## src/rtl/flexpiso_pkg.sv

```systemverilog
// Shared types, default sizes and the frame-length clamp for the flexpiso_stream slice.
package flexpiso_pkg;

    localparam int FP_WIDTH  = 16;
    localparam int FP_DEPTH  = 12;
    localparam int FP_NUM_CH = 2;
    localparam int FP_LW     = $clog2(FP_DEPTH) + 1;

    typedef logic signed [FP_WIDTH-1:0] sample_t;
    typedef sample_t lane_t [FP_NUM_CH];

    function automatic int clamp_len(input int len, input int depth);
        return (len > depth) ? depth : len;
    endfunction

endpackage

```

## src/rtl/flexpiso_bank.sv

```systemverilog
// One ping-pong storage bank: whole-frame write, stored length/prefix, and a beat-indexed read mux.
module flexpiso_bank
    import flexpiso_pkg::*;
#(
    parameter int WIDTH  = FP_WIDTH,
    parameter int DEPTH  = FP_DEPTH,
    parameter int NUM_CH = FP_NUM_CH,
    parameter int LW     = $clog2(DEPTH) + 1
) (
    input  logic                    i_clk,
    input  logic                    i_rst,
    input  logic                    i_we,
    input  logic signed [WIDTH-1:0] i_pin [0:DEPTH-1][0:NUM_CH-1],
    input  logic [LW-1:0]           i_lim,
    input  logic [LW-1:0]           i_cp,
    input  logic [LW-1:0]           i_beat,
    output logic [LW-1:0]           o_lim,
    output logic [LW-1:0]           o_cp,
    output logic signed [WIDTH-1:0] o_data [0:NUM_CH-1]
);

    logic signed [WIDTH-1:0] mem [0:DEPTH-1][0:NUM_CH-1];
    logic [LW-1:0]           lim_q;
    logic [LW-1:0]           cp_q;
    logic [LW-1:0]           idx;

    always_ff @(posedge i_clk) begin
        if (i_rst) begin
            lim_q <= '0;
            cp_q  <= '0;
        end else if (i_we) begin
            lim_q <= i_lim;
            cp_q  <= i_cp;
        end
    end

    always_ff @(posedge i_clk) begin
        if (i_we) begin
            for (int d = 0; d < DEPTH; d++) begin
                for (int c = 0; c < NUM_CH; c++) begin
                    mem[d][c] <= i_pin[d][c];
                end
            end
        end
    end

    // Prefix beats replay the tail of the frame, body beats start from index 0.
    assign idx = (i_beat < cp_q) ? (lim_q - cp_q + i_beat) : (i_beat - cp_q);

    always_comb begin
        for (int c = 0; c < NUM_CH; c++) begin
            o_data[c] = '0;
        end
        for (int d = 0; d < DEPTH; d++) begin
            if (idx == LW'(d)) begin
                for (int c = 0; c < NUM_CH; c++) begin
                    o_data[c] = mem[d][c];
                end
            end
        end
    end

    assign o_lim = lim_q;
    assign o_cp  = cp_q;

endmodule

```

## src/rtl/flexpiso_stream.sv

```systemverilog
// Double-buffered multi-lane parallel-in/serial-out framer with valid/ready output.
// Define FLEXPISO_CP_EN to add a per-frame cyclic prefix (i_cp_len in, o_cp out).
module flexpiso_stream
    import flexpiso_pkg::*;
#(
    parameter int WIDTH  = FP_WIDTH,
    parameter int DEPTH  = FP_DEPTH,
    parameter int NUM_CH = FP_NUM_CH,
    parameter int LW     = $clog2(DEPTH) + 1
) (
    input  logic                    i_clk,
    input  logic                    i_rst,
    input  logic                    i_load,
    output logic                    o_load_rdy,
    input  logic signed [WIDTH-1:0] i_pin [0:DEPTH-1][0:NUM_CH-1],
    input  logic [LW-1:0]           i_limit,
`ifdef FLEXPISO_CP_EN
    input  logic [LW-1:0]           i_cp_len,
    output logic                    o_cp,
`endif
    output logic signed [WIDTH-1:0] o_sout [0:NUM_CH-1],
    output logic                    o_valid,
    input  logic                    i_ready,
    output logic                    o_first,
    output logic                    o_last,
    output logic                    o_drop
);

    logic [1:0]              full_q;
    logic                    wr_sel_q;
    logic                    rd_sel_q;
    logic [LW-1:0]           rd_ptr_q;
    logic                    drop_q;

    logic                    load_acc;
    logic                    xfer;
    logic                    release_bank;
    logic [LW-1:0]           lim_in;
    logic [LW-1:0]           cp_in;
    logic [LW-1:0]           lim0, lim1, cp0, cp1;
    logic [LW-1:0]           cur_lim, cur_cp, span;
    logic signed [WIDTH-1:0] data0 [0:NUM_CH-1];
    logic signed [WIDTH-1:0] data1 [0:NUM_CH-1];

    assign lim_in = LW'(clamp_len(int'(i_limit), DEPTH));
`ifdef FLEXPISO_CP_EN
    assign cp_in  = (i_cp_len >= lim_in) ? lim_in - 1'b1 : i_cp_len;
`else
    assign cp_in  = '0;
`endif

    assign o_load_rdy = !i_rst && !full_q[wr_sel_q];
    assign load_acc   = i_load && o_load_rdy && (i_limit != '0);

    flexpiso_bank #(.WIDTH(WIDTH), .DEPTH(DEPTH), .NUM_CH(NUM_CH), .LW(LW)) u_bank0 (
        .i_clk  (i_clk),
        .i_rst  (i_rst),
        .i_we   (load_acc && !wr_sel_q),
        .i_pin  (i_pin),
        .i_lim  (lim_in),
        .i_cp   (cp_in),
        .i_beat (rd_ptr_q),
        .o_lim  (lim0),
        .o_cp   (cp0),
        .o_data (data0)
    );

    flexpiso_bank #(.WIDTH(WIDTH), .DEPTH(DEPTH), .NUM_CH(NUM_CH), .LW(LW)) u_bank1 (
        .i_clk  (i_clk),
        .i_rst  (i_rst),
        .i_we   (load_acc && wr_sel_q),
        .i_pin  (i_pin),
        .i_lim  (lim_in),
        .i_cp   (cp_in),
        .i_beat (rd_ptr_q),
        .o_lim  (lim1),
        .o_cp   (cp1),
        .o_data (data1)
    );

    // rd_ptr counts beats of the whole frame, prefix included.
    assign cur_lim      = rd_sel_q ? lim1 : lim0;
    assign cur_cp       = rd_sel_q ? cp1  : cp0;
    assign span         = cur_lim + cur_cp;

    assign o_valid      = full_q[rd_sel_q];
    assign o_first      = o_valid && (rd_ptr_q == '0);
    assign o_last       = o_valid && (rd_ptr_q == span - 1'b1);
    assign o_drop       = drop_q;
    assign xfer         = o_valid && i_ready;
    assign release_bank = xfer && o_last;
`ifdef FLEXPISO_CP_EN
    assign o_cp         = o_valid && (rd_ptr_q < cur_cp);
`endif

    always_comb begin
        for (int c = 0; c < NUM_CH; c++) begin
            o_sout[c] = '0;
            if (o_valid) begin
                o_sout[c] = rd_sel_q ? data1[c] : data0[c];
            end
        end
    end

    // A load only targets a free bank and a release only a full one, so the two never collide.
    always_ff @(posedge i_clk) begin
        if (i_rst) begin
            full_q   <= '0;
            wr_sel_q <= 1'b0;
            rd_sel_q <= 1'b0;
            rd_ptr_q <= '0;
            drop_q   <= 1'b0;
        end else begin
            drop_q <= i_load && !load_acc;
            if (load_acc) begin
                full_q[wr_sel_q] <= 1'b1;
                wr_sel_q         <= ~wr_sel_q;
            end
            if (xfer) begin
                if (release_bank) begin
                    rd_ptr_q         <= '0;
                    full_q[rd_sel_q] <= 1'b0;
                    rd_sel_q         <= ~rd_sel_q;
                end else begin
                    rd_ptr_q <= rd_ptr_q + 1'b1;
                end
            end
        end
    end

endmodule

```

## config.mk

```make
export PLATFORM = sky130hd
export DESIGN_NAME = flexpiso_stream
export DESIGN_NICKNAME = d
export VERILOG_FILES = /design/src/rtl/flexpiso_pkg.sv /design/src/rtl/flexpiso_bank.sv /design/src/rtl/flexpiso_stream.sv
export SDC_FILE = /design/constraint.sdc
export NUM_CORES = 1
export LEC_CHECK = 0
export BUFFER_PORTS_ARGS = -buffer_cell sky130_fd_sc_hd__buf_2
export CAP_MARGIN = 0
export CORE_UTILIZATION = 31
export CTS_CLUSTER_SIZE = 14
export DETAILED_ROUTE_END_ITERATION = 6
export SYNTH_ARGS = -nofsm -noshare
export SYNTH_HDL_FRONTEND = slang
export SYNTH_SLANG_ARGS = --single-unit
export TNS_END_PERCENT = 100
```

## constraint.sdc

```tcl
create_clock -name i_clk -period 43.2 [get_ports i_clk]
set_input_delay 10.8 -clock i_clk [delete_from_list [all_inputs] [get_ports i_clk]]
set_output_delay 10.8 -clock i_clk [all_outputs]
set_load 0.005 [all_outputs]
```

# After elaboration in Yosys (flattened, before gate mapping)
# Memories as Yosys holds them, arrays and structs flattened.
# Cells that the tools add are included.
dict set report totals {
  mem_bits_ro 0
  mem_bits_rw 768
  reg_bits 20
  memories 2
  latchBits 0
  output_inout_bits 37
  word_cells 117
}
# name words width rd rd_clocked_by_memory_dff wr line_no
set mem_list {}
lappend mem_list {u_bank0.mem 12 32 12 0 12 flexpiso_bank.sv:22} ;# logic signed [WIDTH-1:0] mem [0:DEPTH-1][0:NUM_CH-1];
lappend mem_list {u_bank1.mem 12 32 12 0 12 flexpiso_bank.sv:22}
dict set report classes {
  n_lt_le_gt_ge 6
  bitwise_logic 5
  div 0
  reduce_logical 21
  n_mul 0
  shift 0
  n_addsub 4
  muxes 49
  eq_ne 23
}
# operator count
set ops {}
lappend ops {{$mux 32} 24}
lappend ops {{$mux 16} 4}
lappend ops {{$eq 5x3->1 const B} 8}
lappend ops {{$eq 5x4->1 const B} 8}
lappend ops {{$mux 5} 5}
lappend ops {{$eq 5x2->1 const B} 4}
lappend ops {{$logic_not 5->1} 3}
lappend ops {{$logic_and 1x1->1} 12}
lappend ops {{$add 5x5->5} 2}
lappend ops {{$eq 5x1->1 const B} 2}
lappend ops {{$mux 1} 10}
lappend ops {{$mux 2} 4}
lappend ops {{$add 5x1->5 const B} 1}
lappend ops {{$eq 5x5->1} 1}
lappend ops {{$gt 5x4->1 const B} 1}
lappend ops {{$lt 5x1->1 const B} 1}
lappend ops {{$reduce_bool 5->1} 1}
lappend ops {{$sub 5x1->5 const B} 1}
lappend ops {{$logic_not 1->1} 4}
lappend ops {{$lt 1x2->1 const B} 2}
lappend ops {{$and 2x2->2} 1}
lappend ops {{$demux 1 s1} 2}
lappend ops {{$ge 1x1->1 const B} 2}
lappend ops {{$not 1->1} 2}
lappend ops {{other kinds (3)} 3}

# Logic depth before layout (Yosys ltp)
dict set report logic_depth {
  depth_word 17
  depth_mapped 13
}

# Hierarchy
# A second synthesis with hierarchy kept.
dict set report unflattened {
  hier_cells 2211
  area_unflattened_um2 33474.6
}
# module area_each_um2 cells_each n_inst
set by_module_without_submodules {}
lappend by_module_without_submodules {{flexpiso_bank at u_bank1} 16213.0 1022 1}
lappend by_module_without_submodules {{flexpiso_bank at u_bank0} 15862.7 1015 1}
lappend by_module_without_submodules {flexpiso_stream 1398.8 174 1}

# Worst setup path before layout
# OpenSTA, ideal clock, no wires.
dict set report synth_timing {
  path_kind {input to register}
  start {in i_rst}
  end {reg u_bank0.lim_q[3], in the netlist u_bank0.o_lim[3]}
  n_path_buf 1
  stages 5
  arrival_time_ns 22.646
  setup_time_ns 0.588
  setup_slack_ns 19.966
  path_cell_list {a211oi_1 -> o311a_1 -> nor2b_1 -> clkbuf_1 -> a211oi_1}
}
dict set report synth_between {
  elab_chain_len 5
}
# item line_no
set synth_lines {}
lappend synth_lines {{from (decl)} flexpiso_stream.sv:12} ;# input logic i_rst,
lappend synth_lines {{$logic_not 1->1} flexpiso_stream.sv:52} ;# assign o_load_rdy = !i_rst && !full_q[wr_sel_q];
lappend synth_lines {{$logic_and 1x1->1} flexpiso_stream.sv:52}
lappend synth_lines {{$logic_and 1x1->1 (2 in series)} flexpiso_stream.sv:53} ;# assign load_acc = i_load && o_load_rdy && (i_limit != '0);
lappend synth_lines {{$logic_and 1x1->1} flexpiso_stream.sv:58} ;# .i_we (load_acc && !wr_sel_q),
lappend synth_lines {{net u_bank0.i_we} flexpiso_bank.sv:12} ;# input logic i_we,
lappend synth_lines {{to (signal assigned)} flexpiso_bank.sv:32} ;# lim_q <= i_lim;
lappend synth_lines {{to (decl)} flexpiso_bank.sv:23} ;# logic [LW-1:0] lim_q;
# The timed path passes the listed nets, and every way through them passes these cells.
# A chain may end at the register's enable or synchronous reset.

# Worst setup path in the final report
dict set report layout_timing {
  start {in i_rst}
  end {out o_load_rdy}
}
dict set report layout_between {
  elab_chain_len 2
}
# item line_no
set layout_lines {}
lappend layout_lines {{$logic_not 1->1} flexpiso_stream.sv:52}
lappend layout_lines {{$logic_and 1x1->1} flexpiso_stream.sv:52}
lappend layout_lines {{to (decl)} flexpiso_stream.sv:14} ;# output logic o_load_rdy,
# No other way between the ends.

==> flow_metrics.env <==
export IMPL_post_route_min_period_ps=22380
export IMPL_synth_edf_count=768
export IMPL_finalHoldViolCount=0
export IMPL_yosysSeqAreaShare_pct=74.1
export IMPL_dieArea_mm2=0.103
export IMPL_clkTransAtPathRegs_ps=50
export IMPL_fin_skew_ps=23.0
export IMPL_cts_path_max_buffers=3
export IMPL_grt_usage_pct=22.8
export IMPL_synth_top_area_share_pct=72.8
export IMPL_dp_hpwl_mm=81.1
export IMPL_worst_pin_slew_ps=1180
export IMPL_finalCritPeriodShare_pct=51.8
export IMPL_cts_root_buf="clkbuf_16"
export IMPL_min_path_cells=1
export IMPL_num_vias=22425
export IMPL_seqPwrFrac_pct=51.3
export IMPL_drt_total_wl_mm=121
export IMPL_internal_power_mw=1.33
export IMPL_drt_iter0_markers=2456
export IMPL_tns_ps=0
export IMPL_start_util_pct=31.5
export IMPL_ios=430
export IMPL_hp_start="u_bank1.o_lim[4]"
export IMPL_cts_buffers=86
export IMPL_drive_above_1_share_pct=25.2
export IMPL_syn_area_mm2=0.0317
export IMPL_place_inst=3856
export IMPL_grt_pass1_wl_mm=165
export IMPL_via_per_inst=5.56
export IMPL_max_freq_ghz=0.0447
export IMPL_postPlaceCellArea_mm2=0.0355
export IMPL_grt_pass1_vias=21822
export IMPL_yosys_most_used_dff="edfxtp_1"
export IMPL_hold_end="u_bank1.o_lim[4]"
export IMPL_r2r_setup_slack_ps=39020
export IMPL_power_leakage_nw=12.7
export IMPL_syn2layout_area_growth_pct=21.0
export IMPL_drc=0
export IMPL_peakVddDrop_mv=0.0295
export IMPL_final_cells=4031
export IMPL_htreeDepth=3
export IMPL_critPathArrivalTime_ps=11580
export IMPL_overflow=0
export IMPL_comb_power_share_pct=5.8
export IMPL_crit_fanout=24
export IMPL_relSlewSlack_pct=21.0
export IMPL_required_ps=32400
export IMPL_grt_max_degree=168
export IMPL_hold_class="reg2reg"
export IMPL_coreArea_mm2=0.101
export IMPL_status="complete, no violations"
export IMPL_rr_startpoint="wr_sel_q"
export IMPL_ys_async_sr_fraction_pct=0
export IMPL_syn_nets=2582
export IMPL_synthDistinctLibCells=81
export IMPL_yosysWarnings=0
export IMPL_start_kind="input port"
export IMPL_port_buffers=429
export IMPL_cts_tree="built"
export IMPL_p_clk_share_pct=43.0
export IMPL_fin_util_pct=38.0
export IMPL_r2r_end="u_bank1.mem[2][81]"
export IMPL_drv_slew=0
export IMPL_finalPower_mw=1.72
export IMPL_yosysTopAreaCell="edfxtp_1"
export IMPL_setup_viol=0
export IMPL_postCtsHoldBufs=0
export IMPL_r2r_cells=7
export IMPL_antenna_found_initial=73
export IMPL_post_cts_setup_buffers=0
export IMPL_first_pass_iters=5
export IMPL_power_switching_mw=0.385
export IMPL_rows=116
export IMPL_fin_area_mm2=0.0383
export IMPL_synth_common_cells="edfxtp_1 (768), a21oi_1 (164), o21ai_0 (158)"
export IMPL_yosysMostFrequentCell="edfxtp_1"
export IMPL_ant_nets=0
export IMPL_cts_resized=0
export IMPL_die_h_um=322
export IMPL_synthCells=2184
export IMPL_rsz0062_at_grt="false"
export IMPL_finalWeightedCongestion=0.861
export IMPL_crit_type="in2out"
export IMPL_cts_sinks=788
export IMPL_avgSynthCellArea_um2=14.5
export IMPL_swShare_pct=22.4
export IMPL_synth_seq_cells=788
export IMPL_synth_top_cells_by_area="edfxtp_1 (73%), a21oi_1 (2.6%), o21ai_0 (2.5%)"
export IMPL_cp_end_kind="primary output"
export IMPL_wire_per_inst_um=30.0
export IMPL_dieWidth_um=322
export IMPL_clock_latency_ps=660
export IMPL_layout_nets=2985
export IMPL_p_per_area_mw_per_mm2=44.9
export IMPL_cap_violations=0
## stage by stage
step	setup WS [ps]	hold slack (ps)
5_1_grt	20730	495
3_3_place_gp	20820	466
4_1_cts	20800	476
3_5_place_dp	20800	469
6_report	20820	477
2_1_floorplan	19970	457
## worst max-delay path by stage
| stage | from | end | slack [ps] | depth (start not counted) |
|---|---|---|---|---|
| final | i_rst | o_load_rdy | 20820 | 3 |
| after global routing | i_rst | o_load_rdy | 20730 | 3 |
| after CTS | i_rst | o_load_rdy | 20800 | 3 |
| after detailed placement | i_rst | o_load_rdy | 20800 | 3 |
| after global placement | i_rst | o_load_rdy | 20820 | 3 |
| after floorplan | i_rst | u_bank0.o_lim[3] | 19970 | 5 |
## per-layer routing
layer | track usage, % | part of all wire [%] | up-vias
met4 | 8.77 | 3.6 | 58
met1 | 27.9 | 38 | 11253
li1 | - | - | 9647
met3 | 7.20 | 10 | 279
met2 | 37.4 | 48 | 1188
met5 | 0 | 0.29 | -
## worst max-delay path, stage by stage
cell,delay [ps]
buf_2,240
a211oi_1,360
buf_2,180
## cell families after synthesis
logic type      share of synthesized area [%]
xor+xnor                                0.276
fa+ha+maj                               0.197
buf+inv                                  2.52
flops                                    74.1
simple gates                             6.49
compound gates                           16.2
mux                                     0.237
## cell usage in the layout (no fill, tap or decap), types with 18 or more instances in the layout
master,count
buf_4,65
a31oi_1,28
o22ai_1,73
a22oi_1,30
diode_2,19
clkbuf_16,86
a221oi_1,69
edfxtp_1,768
nor2b_1,22
o21ai_0,158
nand2_1,155
clkbuf_1,18
nor3_1,35
nor2_1,90
o221ai_1,39
a21oi_1,163
buf_2,429
a211oi_1,21
o211ai_1,44
a221o_1,19
nand3_1,21
o21a_1,23
## registers in the layout, indices dropped and copies added (netlist names)
name and flops:
u_bank1.mem 384, o_drop 1, u_bank0.mem 384, rd_sel_q 1, wr_sel_q 1, u_bank1.o_lim 5
full_q 2, u_bank0.o_lim 5, rd_ptr_q 5
## area by class of cell
type | count | area, um^2
antenna | 19 | 47.5
clock buffer | 104 | 2220
clock inverter | 52 | 567
fill | 9634 | 62400
inverter | 11 | 48.8
multi-input combinational | 1205 | 7620
sequential | 788 | 23500
tap | 1357 | 1700
timing repair buffer | 495 | 2660
## power by group through the flow
stage / clock network, mW / logic [mW] / registers [mW]
floorplan: 0 / 0.0425 / 0.910
global placement: 0 / 0.0983 / 0.897
detailed placement: 0 / 0.0990 / 0.897
CTS: 0.749 / 0.0994 / 0.881
global route: 0.777 / 0.106 / 0.883
finish: 0.739 / 0.0991 / 0.882
(Power assumes the default switching activity.)
